**src/rtl/mem_arb_pkg.sv**
```systemverilog
// Shared types and default widths for the cache/memory port arbiter.
// Cache RTL uses the same LINE/WORD widths.
package mem_arb_pkg;

    localparam int unsigned ADDR_W_DEF = 32;
    localparam int unsigned LINE_W_DEF = 128;
    localparam int unsigned WORD_W_DEF = 32;

    typedef enum logic [2:0] {
        IDLE,
        I_READ,
        D_READ,
        D_WRITE,
        RESP
    } arb_state_t;

    typedef enum logic [1:0] {
        SRC_NONE,
        SRC_I,
        SRC_D_RD,
        SRC_D_WR
    } arb_src_t;

    function automatic logic isBusy(input arb_state_t s);
        return (s == I_READ) || (s == D_READ) || (s == D_WRITE);
    endfunction

endpackage

```
**src/rtl/mem_port_arbiter_sat_counter.sv**
```systemverilog
// Saturating up-counter with synchronous clear; holds at MAX once reached.
module sat_counter
    import mem_arb_pkg::*;
#(
    parameter int unsigned WIDTH = 4,
    parameter int unsigned MAX   = 15
) (
    input  logic             Clk,
    input  logic             Rst,
    input  logic             inc,
    input  logic             clr,
    output logic [WIDTH-1:0] count
);

    always_ff @(posedge Clk) begin
        if (Rst || clr) begin
            count <= '0;
        end else if (inc && (count != WIDTH'(MAX))) begin
            count <= count + 1'b1;
        end
    end

endmodule

```
**src/rtl/mem_port_arbiter.sv**
```systemverilog
// Arbitrates the single memory line port between icache fills and dcache
// fills/write-throughs; every output is a register.
module mem_port_arbiter
    import mem_arb_pkg::*;
#(
    parameter int unsigned ADDR_W   = ADDR_W_DEF,
    parameter int unsigned LINE_W   = LINE_W_DEF,
    parameter int unsigned WORD_W   = WORD_W_DEF,
    parameter int unsigned FAIR_MAX = 4,
    parameter int unsigned TIMEOUT  = 64
) (
    input  logic              Clk,
    input  logic              Rst,
    input  logic              i_readmiss,
    input  logic [ADDR_W-1:0] i_addr,
    input  logic              i_abort,
    output logic              i_readready,
    output logic [LINE_W-1:0] i_data,
    input  logic              d_readmiss,
    input  logic              d_writethru,
    input  logic [ADDR_W-1:0] d_addr,
    input  logic [WORD_W-1:0] d_wdata,
    output logic              d_readready,
    output logic              d_writeready,
    output logic [LINE_W-1:0] d_data,
    output logic [ADDR_W-1:0] mem_addr,
    output logic              mem_read,
    output logic              mem_write,
    output logic [WORD_W-1:0] mem_wdata,
    output logic              mem_abort,
    input  logic [LINE_W-1:0] mem_rdata,
    input  logic              mem_ready,
    output logic              timeout_err
);

    localparam int unsigned SW   = (FAIR_MAX > 0) ? $clog2(FAIR_MAX + 1) : 1;
    localparam int unsigned BW   = (TIMEOUT > 0) ? $clog2(TIMEOUT + 1) : 1;
    localparam int unsigned BMAX = (TIMEOUT > 0) ? TIMEOUT : 1;

    arb_state_t        state;
    arb_state_t        stateNext;
    arb_src_t          grant;
    logic [SW-1:0]     dStreak;
    logic [BW-1:0]     busyCnt;
    logic              busy;
    logic              streakInc;
    logic              streakClr;

    logic              iReadyNext;
    logic              dReadyNext;
    logic              dWriteReadyNext;
    logic              memReadNext;
    logic              memWriteNext;
    logic              memAbortNext;
    logic              timeoutNext;
    logic [LINE_W-1:0] iDataNext;
    logic [LINE_W-1:0] dDataNext;
    logic [ADDR_W-1:0] memAddrNext;
    logic [WORD_W-1:0] memWdataNext;

    assign busy = isBusy(state);

    sat_counter #(
        .WIDTH (SW),
        .MAX   (FAIR_MAX)
    ) streakCounter (
        .Clk   (Clk),
        .Rst   (Rst),
        .inc   (streakInc),
        .clr   (streakClr),
        .count (dStreak)
    );

    // Cleared in IDLE/RESP, so each busy state starts counting from zero.
    sat_counter #(
        .WIDTH (BW),
        .MAX   (BMAX)
    ) busyCounter (
        .Clk   (Clk),
        .Rst   (Rst),
        .inc   (busy),
        .clr   (!busy),
        .count (busyCnt)
    );

    always_comb begin
        stateNext       = state;
        grant           = SRC_NONE;
        streakInc       = 1'b0;
        streakClr       = 1'b0;
        iReadyNext      = 1'b0;
        dReadyNext      = 1'b0;
        dWriteReadyNext = 1'b0;
        memAbortNext    = 1'b0;
        memReadNext     = mem_read;
        memWriteNext    = mem_write;
        iDataNext       = i_data;
        dDataNext       = d_data;
        memAddrNext     = mem_addr;
        memWdataNext    = mem_wdata;
        timeoutNext     = timeout_err
                        | ((TIMEOUT != 0) && busy && (busyCnt == BW'(TIMEOUT - 1)));

        case (state)
            IDLE: begin
                if (i_readmiss && (dStreak == SW'(FAIR_MAX))) begin
                    grant = SRC_I;
                end else if (d_writethru) begin
                    grant = SRC_D_WR;
                end else if (d_readmiss) begin
                    grant = SRC_D_RD;
                end else if (i_readmiss) begin
                    grant = SRC_I;
                end

                case (grant)
                    SRC_I: begin
                        stateNext   = I_READ;
                        memAddrNext = i_addr;
                        memReadNext = 1'b1;
                        streakClr   = 1'b1;
                    end
                    SRC_D_WR: begin
                        stateNext    = D_WRITE;
                        memAddrNext  = d_addr;
                        memWdataNext = d_wdata;
                        memWriteNext = 1'b1;
                        streakInc    = i_readmiss;
                        streakClr    = !i_readmiss;
                    end
                    SRC_D_RD: begin
                        stateNext   = D_READ;
                        memAddrNext = d_addr;
                        memReadNext = 1'b1;
                        streakInc   = i_readmiss;
                        streakClr   = !i_readmiss;
                    end
                    default: ;
                endcase
            end

            I_READ: begin
                // Abort is checked first so a coincident mem_ready is discarded.
                if (i_abort) begin
                    memAbortNext = 1'b1;
                    memReadNext  = 1'b0;
                    stateNext    = IDLE;
                end else if (mem_ready) begin
                    iDataNext   = mem_rdata;
                    memReadNext = 1'b0;
                    iReadyNext  = 1'b1;
                    stateNext   = RESP;
                end
            end

            D_READ: begin
                if (mem_ready) begin
                    dDataNext   = mem_rdata;
                    memReadNext = 1'b0;
                    dReadyNext  = 1'b1;
                    stateNext   = RESP;
                end
            end

            D_WRITE: begin
                if (mem_ready) begin
                    memWriteNext    = 1'b0;
                    dWriteReadyNext = 1'b1;
                    stateNext       = RESP;
                end
            end

            RESP:    stateNext = IDLE;
            default: stateNext = IDLE;
        endcase
    end

    always_ff @(posedge Clk) begin
        if (Rst) begin
            state        <= IDLE;
            i_readready  <= 1'b0;
            i_data       <= '0;
            d_readready  <= 1'b0;
            d_writeready <= 1'b0;
            d_data       <= '0;
            mem_addr     <= '0;
            mem_read     <= 1'b0;
            mem_write    <= 1'b0;
            mem_wdata    <= '0;
            mem_abort    <= 1'b0;
            timeout_err  <= 1'b0;
        end else begin
            state        <= stateNext;
            i_readready  <= iReadyNext;
            i_data       <= iDataNext;
            d_readready  <= dReadyNext;
            d_writeready <= dWriteReadyNext;
            d_data       <= dDataNext;
            mem_addr     <= memAddrNext;
            mem_read     <= memReadNext;
            mem_write    <= memWriteNext;
            mem_wdata    <= memWdataNext;
            mem_abort    <= memAbortNext;
            timeout_err  <= timeoutNext;
        end
    end

endmodule

```
**config.mk**
```make
export PLATFORM = sky130hd
export DESIGN_NAME = mem_port_arbiter
export DESIGN_NICKNAME = d
export VERILOG_FILES = /design/src/rtl/mem_arb_pkg.sv /design/src/rtl/mem_port_arbiter_sat_counter.sv /design/src/rtl/mem_port_arbiter.sv
export SDC_FILE = /design/constraint.sdc
export NUM_CORES = 1
export LEC_CHECK = 0
export BUFFER_PORTS_ARGS = -buffer_cell sky130_fd_sc_hd__buf_2
export CAP_MARGIN = 40
export CORE_AREA = 2 2 220 222
export DETAILED_ROUTE_END_ITERATION = 12
export DIE_AREA = 0 0 222 224
export PLACE_DENSITY = 0.6
export SLEW_MARGIN = 20
export SYNTH_ARGS = -nofsm -noshare
export SYNTH_HDL_FRONTEND = slang
export SYNTH_SLANG_ARGS = --single-unit
```
**constraint.sdc**
```tcl
create_clock -name Clk -period 5.7 [get_ports Clk]
set_input_delay 0.57 -clock Clk [delete_from_list [all_inputs] [get_ports Clk]]
set_output_delay 0.57 -clock Clk [all_outputs]
set_load 0.005 [all_outputs]
```
==> flow_metrics.py, run 1 <==
metrics = {
    "status": {
        "status": "completed",
    },
    "timing": {
        "fin_crit_ps": 2610,
        "setup-violations-final": 0,
        "worst_slew_pin_slew_ps": 1110,
        "slew_violations": 0,
        "slew_headroom_pct": 26.2,
        "skew_ps": 23.8,
        "finalWorstSetupSlack_ps": 3090,
        "period_share_pct": 45.8,
        "hold_viol_final": 0,
        "rsz0062_at_grt": "false",
        "timing.fmax_mhz": 383,
        "finalSetupTns_ps": 0,
    },
    "synthesis": {
        "synth_top_area_share_pct": 55.7,
        "synthDistinctLibCells": 37,
        "synth_warnings": 0,
        "synth_area_um2": 12200,
        "async_flop_share_pct": 0,
        "netlist_top_cells_area": "dfxtp_1, nand2_1, a21oi_1",
        "ys_seq_area_share_pct": 55.7,
        "syn_nets": 1785,
        "synth.avg_cell_area_um2": 7.90,
        "yosysMostFrequentCell": "nand2_1",
        "synth_edf_count": 0,
        "ys_ff_latch": 340,
        "syn_inst": 1546,
        "synth_area_leader_cell": "dfxtp_1",
        "synthTopCellsByCount": "nand2_1, dfxtp_1, a21oi_1",
        "yosys_most_used_dff": "dfxtp_1",
    },
    "placement": {
        "dp.final_hpwl_mm": 30.0,
        "gp_congestion": 0.833,
        "io_buffers": 557,
        "preCtsSetupSlack_ps": 2790,
    },
    "global_routing": {
        "grt_antenna_before_repair": 3,
        "grt_start_max_net_pins": 186,
        "grt-ovfl-total": 0,
        "globalRouteTotalUtil_pct": 16.3,
        "grt_pass1_wl_mm": 64.5,
        "grt_pass1_vias": 11800,
    },
    "clock_network": {
        "clk_root_buffer_cell": "clkbuf_16",
        "htreeDepth": 2,
        "cts_tree": "done",
        "cts.sinks": 340,
        "cts_resized": 0,
        "clock_latency_ps": 550,
        "clk_pin_slew_worst_paths_ps": 60,
        "cts_made_buffers": 39,
        "holdBufCountCts": 0,
        "clock_path_buffers": 3,
        "cts_setup_buffers": 0,
    },
    "detailed_routing": {
        "vias_per_cell": 4.56,
        "dr.pass1.iters": 5,
        "wl_per_cell_um": 15.9,
        "drt_first_iter_violations": 728,
        "via_count": 12300,
        "wl_mm": 42.7,
        "drc": 0,
        "ant_nets": 0,
    },
    "setup_path": {
        "cp.arrival_ps": 3030,
        "rrSetupSlack_ps": 3090,
        "critPathRequiredTime_ps": 6120,
        "criticalPathCategory": "reg2reg",
        "crit_path_max_fanout": 36,
        "start_kind": "flip-flop",
        "worstRegToRegCells": 10,
        "endpoint": "streakCounter.count[2]",
        "worstReg2RegEnd": "streakCounter.count[2]",
        "critPathLaunch": "streakCounter.count[0]",
        "end_kind": "flip-flop",
        "reg2reg_from": "streakCounter.count[0]",
    },
    "die": {
        "coreArea_um2": 47300,
        "fp.dieArea_um2": 49700,
        "num_io_pins": 558,
        "start_util_pct": 25.8,
        "die_w_um": 222,
        "placementRows": 80,
        "die_y_um": 224,
    },
    "power": {
        "pwr-share-comb_pct": 13.7,
        "p_int_mw": 4.32,
        "p_leak_nw": 7.38,
        "seqPwrFrac_pct": 44.5,
        "cellPowerDensity_nw_per_um2": 353,
        "p_switching_mw": 1.59,
        "vdd_drop_max_uv": 208,
        "power_frac_clock_pct": 41.8,
        "swShare_pct": 26.9,
    },
    "layout": {
        "drive_above_1_share_pct": 31.0,
        "area_growth_pct": 37.2,
        "fin_nets": 2284,
    },
    "hold_path": {
        "hp-class": "in2reg",
    },
    "job": {
        "cap_violations": 0,
    },
}
[how the worst min path moves through the flow]
stage                        start            end  slack (ps)  cells past startpoint
global placement        d_data[13]     d_data[13]         440                      2
finish               mem_rdata[91]     d_data[91]         260                      3
CTS                 mem_rdata[110]    d_data[110]         220                      3
global route           d_wdata[15]  mem_wdata[15]         230                      3
floorplan                d_data[0]      d_data[0]         450                      2
detailed placement      d_data[40]     d_data[40]         440                      2
[placed cells by master, fill, tap and decap left out, types with 4 or more instances in the layout]
cell type / instances
buf_2: 556
clkbuf_16: 39
dfxtp_1: 340
nand2_1: 644
nand3_1: 6
buf_4: 11
nor2_1: 46
clkbuf_1: 11
inv_1: 9
nor3_1: 6
clkinv_2: 4
a311oi_1: 32
a21oi_1: 297
clkbuf_8: 9
and3_1: 4
inv_6: 5
ha_1: 8
[metrics by stage]
step	cells	hold slack [ps]	cell area, µm²	power (mW)	util [%]
after floorplan	1546	453	12200	3.10	-
after global placement	2614	438	15400	3.46	32.5
after detailed placement	2616	445	15400	3.49	32.6
after CTS	2686	217	16700	5.99	35.2
after global routing	2691	234	16800	6.20	35.4
final	2691	265	16800	5.92	35.4
[power by group through the flow]
stage | Sequential, mW | Clock, mW | Combinational [mW]
floorplan | 2.68 | 0 | 0.426
global placement | 2.68 | 0 | 0.783
detailed placement | 2.68 | 0 | 0.804
CTS | 2.64 | 2.55 | 0.805
global route | 2.65 | 2.65 | 0.898
finish | 2.63 | 2.48 | 0.808
[cells by family after synthesis]
group	share of synthesized area, %
mux	0.0820
compound gates	15.1
simple gates	23.1
fa+ha+maj	0.820
flops	55.7
buf+inv	4.68
xor+xnor	0.430
[sequential cells by signal, summed over array words and instances, names as in the netlist, 3 cells and up]
signal and flops:
mem_wdata 32, d_data 128, busyCounter.count 7, state 3, streakCounter.count 3, mem_addr 32, i_data 128
[per-layer routing]
metal  vias up  part of all wire (%)  routed length, µm  track usage [%]
met5         -                     0                  0                0
met4         0                   4.0               1710             7.15
met3        79                   8.1               3450             4.91
met2       497                    48              20500             27.8
met1      5675                    40              17100             18.8
li1       6029                     -                  -                -
[cell type report]
class	count	area (µm²)
repair buffers	575	3020
clock buffers	58	1130
clock inverters	12	133
diodes	2	5.00
flip-flops and latches	340	6810
inverters	9	33.8
multi-input cells	1080	4850
fillers	5006	30600
well taps	615	769
[worst max-delay path: stages (launching register included)]
cell       delay [ps]
dfxtp_1           370
inv_1              60
ha_1              230
nand2_1            90
nand2_1            50
a21o_1            200
inv_1             110
ha_1              190
or2_2             570
nand4_1           210
a2111oi_0         410
Note: power is estimated with default switching activity, not from simulation.
==> run 2, diff against run 1 <==
Settings changed: CORE_AREA 2 2 220 222 to 2 2 219 221, DIE_AREA 0 0 222 224 to 0 0 221 223, PLACE_DENSITY 0.6 to 0.62.
Clock period 5.7 ns to 2.3 ns, I/O delays scaled along.
==> run 2 against run 1 <==
Net effect: via count increased by 11%; setup slack got worse by 2900 ps; critical path depth is the same; hold slack worse by 230 ps; non-clock buffer count is 251 higher; cell count up 9.1%; clock power rose by 150%; maximum frequency up 21%; design area increased by 15%; clock skew fell by 9.4 ps; core utilization is 5.6 points higher; critical endpoint is now mem_addr[13]; largest power group unchanged.
==> flow_metrics.py, run 2 (synthesis gave the netlist of run 1 again) <==
metrics = {
    "status": {
        "status": "completed",
    },
    "power": {
        "p_leak_nw": 8.49,
        "cellPowerDensity_nw_per_um2": 784,
        "vdd_drop_max_uv": 580,
    },
    "detailed_routing": {
        "via_count": 13600,
        "drt_first_iter_violations": 848,
        "ant_nets": 0,
        "vias_per_cell": 4.64,
        "dr.pass1.iters": 5,
        "drc": 0,
        "wl_per_cell_um": 15.4,
        "wl_mm": 45.3,
    },
    "timing": {
        "slew_violations": 0,
        "slew_headroom_pct": 51.2,
        "hold_viol_final": 0,
        "timing.fmax_mhz": 465,
        "fin_crit_ps": 2150,
        "finalSetupTns_ps": 0,
        "rsz0062_at_grt": "false",
        "setup-violations-final": 0,
        "skew_ps": 14.3,
        "period_share_pct": 93.5,
        "worst_slew_pin_slew_ps": 733,
    },
    "setup_path": {
        "max_stage_delay_ps": 380,
        "worstPathCellList": "inv_1, ha_2, nand3_1, and2_1, inv_1, ha_1, nor4_4, buf_12, nor2_1, a311oi_1",
        "criticalPathCategory": "reg2reg",
        "critPathRequiredTime_ps": 2720,
        "rrSetupSlack_ps": 150,
        "start_kind": "flip-flop",
        "end_kind": "flip-flop",
        "crit_path_max_fanout": 48,
        "critical-path-slowest-cell": "dfxtp_1",
        "critPathLaunch": "streakCounter.count[0]",
        "crit_top_cell": "inv_1",
        "worstRegToRegCells": 10,
        "worstReg2RegEnd": "mem_addr[13]",
        "cp.arrival_ps": 2570,
        "reg2reg_from": "streakCounter.count[0]",
    },
    "die": {
        "num_io_pins": 558,
        "placementRows": 80,
        "die_y_um": 223,
        "die_w_um": 221,
        "coreArea_um2": 47100,
        "fp.dieArea_um2": 49300,
        "start_util_pct": 25.9,
    },
    "layout": {
        "reg.largest.list": "d_data: 128 flops, i_data: 128 flops",
        "layout_commonest_cell": "nand2_1",
        "area_growth_pct": 58.2,
        "fin_nets": 2533,
        "final_cell_mix": "nand2_1, buf_2, dfxtp_1",
        "drive_above_1_share_pct": 28.9,
        "diodes": 0,
        "finish.instance_area_um2": 19300,
    },
    "global_routing": {
        "grt-ovfl-total": 0,
        "grt_pass1_wl_mm": 69.5,
        "grt_pass1_vias": 13300,
        "grt_antenna_before_repair": 0,
        "globalRouteTotalUtil_pct": 17.2,
        "grt_start_max_net_pins": 86,
    },
    "clock_network": {
        "cts.sinks": 340,
        "cts_setup_buffers": 0,
        "clock_latency_ps": 530,
        "clock_path_buffers": 3,
        "cts_tree": "done",
        "clk_root_buffer_cell": "clkbuf_16",
        "htreeDepth": 2,
        "cts_made_buffers": 37,
        "clk_pin_slew_worst_paths_ps": 60,
    },
    "placement": {
        "place_area_um2": 15700,
        "io_buffers": 557,
        "gp_congestion": 0.839,
        "dp.final_hpwl_mm": 30.0,
    },
    "job": {
        "cap_violations": 0,
    },
    "hold_path": {
        "hold_depth": 2,
        "hold_path_end": "mem_abort",
        "hp-start": "i_abort",
        "hp-class": "in2reg",
    },
}
==> run 2: cell count changes in the layout (fill, tap and decap cells not counted), sizes merged <==
cell	change
diode	-2
bufinv	+2
clkinv	-1
inv	-4
dlygate4sd3	+224
buf	+27
clkbuf	-2
==> run 2: power by group <==
part / total (mW) / switching [mW] / internal (mW)
Clock: 6.17 / 2.36 / 3.80
Sequential: 6.51 / 0.218 / 6.29
Combinational: 2.46 / 1.34 / 1.12
Total: 15.1 / 3.92 / 11.2
==> run 2: final cells by class <==
cell class / instances / area, µm²
clock buffer: 56 / 1120
clock inverter: 9 / 149
fill: 4596 / 27800
inverter: 9 / 33.8
multi-input combinational: 1080 / 4880
sequential: 340 / 6810
tap: 615 / 769
timing repair buffer: 826 / 5560
==> run 2: worst max-delay path by stage <==
stage / to / slack, ps / cells after the start
finish: mem_addr[13] / 150 / 10
CTS: mem_addr[2] / 60 / 11
global route: mem_addr[13] / 8 / 10
floorplan: streakCounter.count[2] / 160 / 11
detailed placement: mem_addr[4] / 80 / 11
global placement: streakCounter.count[2] / 170 / 10
==> run 2: through the flow <==
| stage | cells | setup WS [ps] | utilization (%) | power, mW | hold slack [ps] |
|---|---|---|---|---|---|
| after CTS | 2934 | 58.9 | 40.8 | 15.2 | 1.40 |
| after detailed placement | 2645 | 76.5 | 33.4 | 8.73 | 444 |
| after global placement | 2645 | 166 | 33.4 | 8.67 | 438 |
| after global routing | 2935 | 7.79 | 41.0 | 15.8 | 8.76 |
| final | 2935 | 151 | 41.0 | 15.1 | 39.0 |
| after floorplan | 1546 | 162 | - | 7.69 | 366 |
==> run 2: per-layer routing <==
metal | wire length [µm] | GRT usage, %
met1 | 17700 | 19.5
met2 | 21600 | 29.4
met3 | 3430 | 4.46
met4 | 2520 | 9.87
met5 | 0 | 0
==> run 2: repair_timing <==
action                                  in CTS  in global routing
hold buffers                               224                  0
endpoints found under the setup margin       0                 30
resized for setup                            0                  9
endpoints found under the hold margin      319                  0
==> run 2: worst max-delay path: cells and delay by family (launching register included) <==
family / cells / cell delay [ps]
and+or+nand+nor: 4 / 590
buffers and inverters: 3 / 390
DFF: 1 / 380
adders and majority gates: 2 / 390
AOI/OAI and AO/OA: 1 / 270
==> run 3, diff against run 2 <==
==> constraint.sdc (replaced) <==
create_clock -name Clk -period 2.3 [get_ports Clk]
set_input_delay 0.115 -clock Clk [delete_from_list [all_inputs] [get_ports Clk]]
set_output_delay 0.115 -clock Clk [all_outputs]
set_load 0.005 [all_outputs]
==> run 3 against run 2 <==
Net effect: wire length rose by 1.3%; first-iteration DRC count fell by 2.8%; die area did not move; global-route usage barely moved; cell count rose by 0.20%; combinational power rose by 5%; setup slack got worse by 53 ps; design area rose by 0.44%; sequential power barely moved; critical endpoint is now mem_addr[10]; largest power group unchanged.
==> flow_metrics.py, run 3 (synthesis gave the netlist of run 1 again) <==
metrics = {
    "layout": {
        "fin_nets": 2538,
        "reg.largest.list": "d_data: 128 flops, i_data: 128 flops",
        "diodes": 0,
        "layout_commonest_cell": "nand2_1",
        "drive_above_1_share_pct": 29.2,
        "area_growth_pct": 58.9,
        "final_cell_mix": "nand2_1, buf_2, dfxtp_1",
    },
    "global_routing": {
        "globalRouteTotalUtil_pct": 17.3,
        "grt_antenna_before_repair": 0,
        "grt_pass1_vias": 13300,
        "grt_pass1_wl_mm": 69.6,
        "grt_start_max_net_pins": 95,
        "grt-ovfl-total": 0,
    },
    "timing": {
        "period_share_pct": 95.8,
        "timing.fmax_mhz": 454,
        "hold_viol_final": 0,
        "skew_ps": 5.73,
        "fin_crit_ps": 2200,
        "worst_slew_pin_slew_ps": 716,
        "slew_violations": 0,
        "finalSetupTns_ps": 0,
        "setup-violations-final": 0,
        "slew_headroom_pct": 52.3,
    },
    "clock_network": {
        "clock_path_buffers": 3,
        "cts.sinks": 340,
        "clock_latency_ps": 530,
        "clk_root_buffer_cell": "clkbuf_16",
        "cts_tree": "done",
        "cts_made_buffers": 38,
        "htreeDepth": 2,
        "clk_pin_slew_worst_paths_ps": 60,
    },
    "detailed_routing": {
        "wl_per_cell_um": 15.6,
        "via_count": 13500,
        "ant_nets": 0,
        "vias_per_cell": 4.60,
        "dr.pass1.iters": 5,
        "drt_first_iter_violations": 824,
        "drc": 0,
        "wl_mm": 45.8,
    },
    "setup_path": {
        "worstPathCellList": "inv_1, ha_2, nand3_1, and2_1, inv_1, ha_2, nor4_4, buf_4, buf_12, nor2_1, a311oi_2",
        "max_stage_delay_ps": 370,
        "end_kind": "flip-flop",
        "critical-path-slowest-cell": "dfxtp_1",
        "criticalPathCategory": "reg2reg",
        "cp.arrival_ps": 2640,
        "start_kind": "flip-flop",
        "critPathRequiredTime_ps": 2730,
        "crit_path_max_fanout": 13,
    },
    "die": {
        "fp.dieArea_um2": 49300,
        "coreArea_um2": 47100,
        "start_util_pct": 25.9,
        "die_y_um": 223,
        "die_w_um": 221,
        "placementRows": 80,
        "num_io_pins": 558,
    },
    "power": {
        "p_total_mw": 15.2,
        "p_leak_nw": 8.51,
        "cellPowerDensity_nw_per_um2": 782,
        "vdd_drop_max_uv": 764,
    },
    "hold_path": {
        "hp-class": "in2reg",
    },
    "placement": {
        "io_buffers": 557,
        "gp_congestion": 0.827,
        "dp.final_hpwl_mm": 29.9,
    },
    "job": {
        "cap_violations": 0,
    },
    "status": {
        "status": "completed",
    },
}
run 3: stage by stage:
stage / util (%) / cell area, µm² / hold slack [ps] / cells / setup WS, ps
6_report: 41.1 / 19400 / 117 / 2941 / 97.2
3_3_place_gp: 33.4 / 15700 / 354 / 2641 / 167
5_1_grt: 41.1 / 19400 / 112 / 2941 / -16.1
4_1_cts: 40.8 / 19300 / 73.2 / 2936 / 43.1
3_5_place_dp: 33.4 / 15700 / 362 / 2641 / 45.1
2_1_floorplan: - / 12200 / 251 / 1546 / 162
run 3: repair_timing:
item	4_1_cts	5_1_grt
buffers inserted	0	2
hold buffers	228	0
endpoints found under the hold margin	327	0
resized for setup	0	12
setup endpoints to repair	0	29
run 3: critical path: cells and delay by family (launching register included):
kind,cells,cell delay (ps)
compound gates,1,280
fa+ha+maj,2,370
buf+inv,4,470
flops,1,370
simple gates,4,590
run 3: layer usage:
metal  GRT usage [%]  up-vias  part of all wire [%]
met3            4.70      119                   8.2
met5               0        -                     0
li1                -     6532                     -
met1            19.3     6203                    38
met2            30.3      688                    49
met4            8.34        0                   4.8
run 3: cell type report:
cell class | count | area (µm²)
fill | 4537 | 27700
sequential | 340 | 6810
timing repair buffer | 830 | 5650
multi-input combinational | 1080 | 4890
clock buffer | 53 | 1110
tap | 615 | 769
clock inverter | 14 | 143
inverter | 9 | 33.8
run 3: worst paths after layout:
kind | from | end | slack (ps) | depth (start not counted)
hold / removal | d_writethru | streakCounter.count[2] | 120 | 5
setup / recovery | streakCounter.count[0] | mem_addr[10] | 100 | 11
hold reg to reg | d_data[48] | d_data[48] | 450 | 2
setup reg to reg | streakCounter.count[0] | mem_addr[10] | 100 | 11
run 3: report_power, final:
group	leakage, nW	switching, mW	internal [mW]	total [mW]
registers	2.76	0.219	6.29	6.51
logic	5.13	1.39	1.19	2.58
clock network	0.616	2.47	3.61	6.08
total	8.51	4.08	11.1	15.2
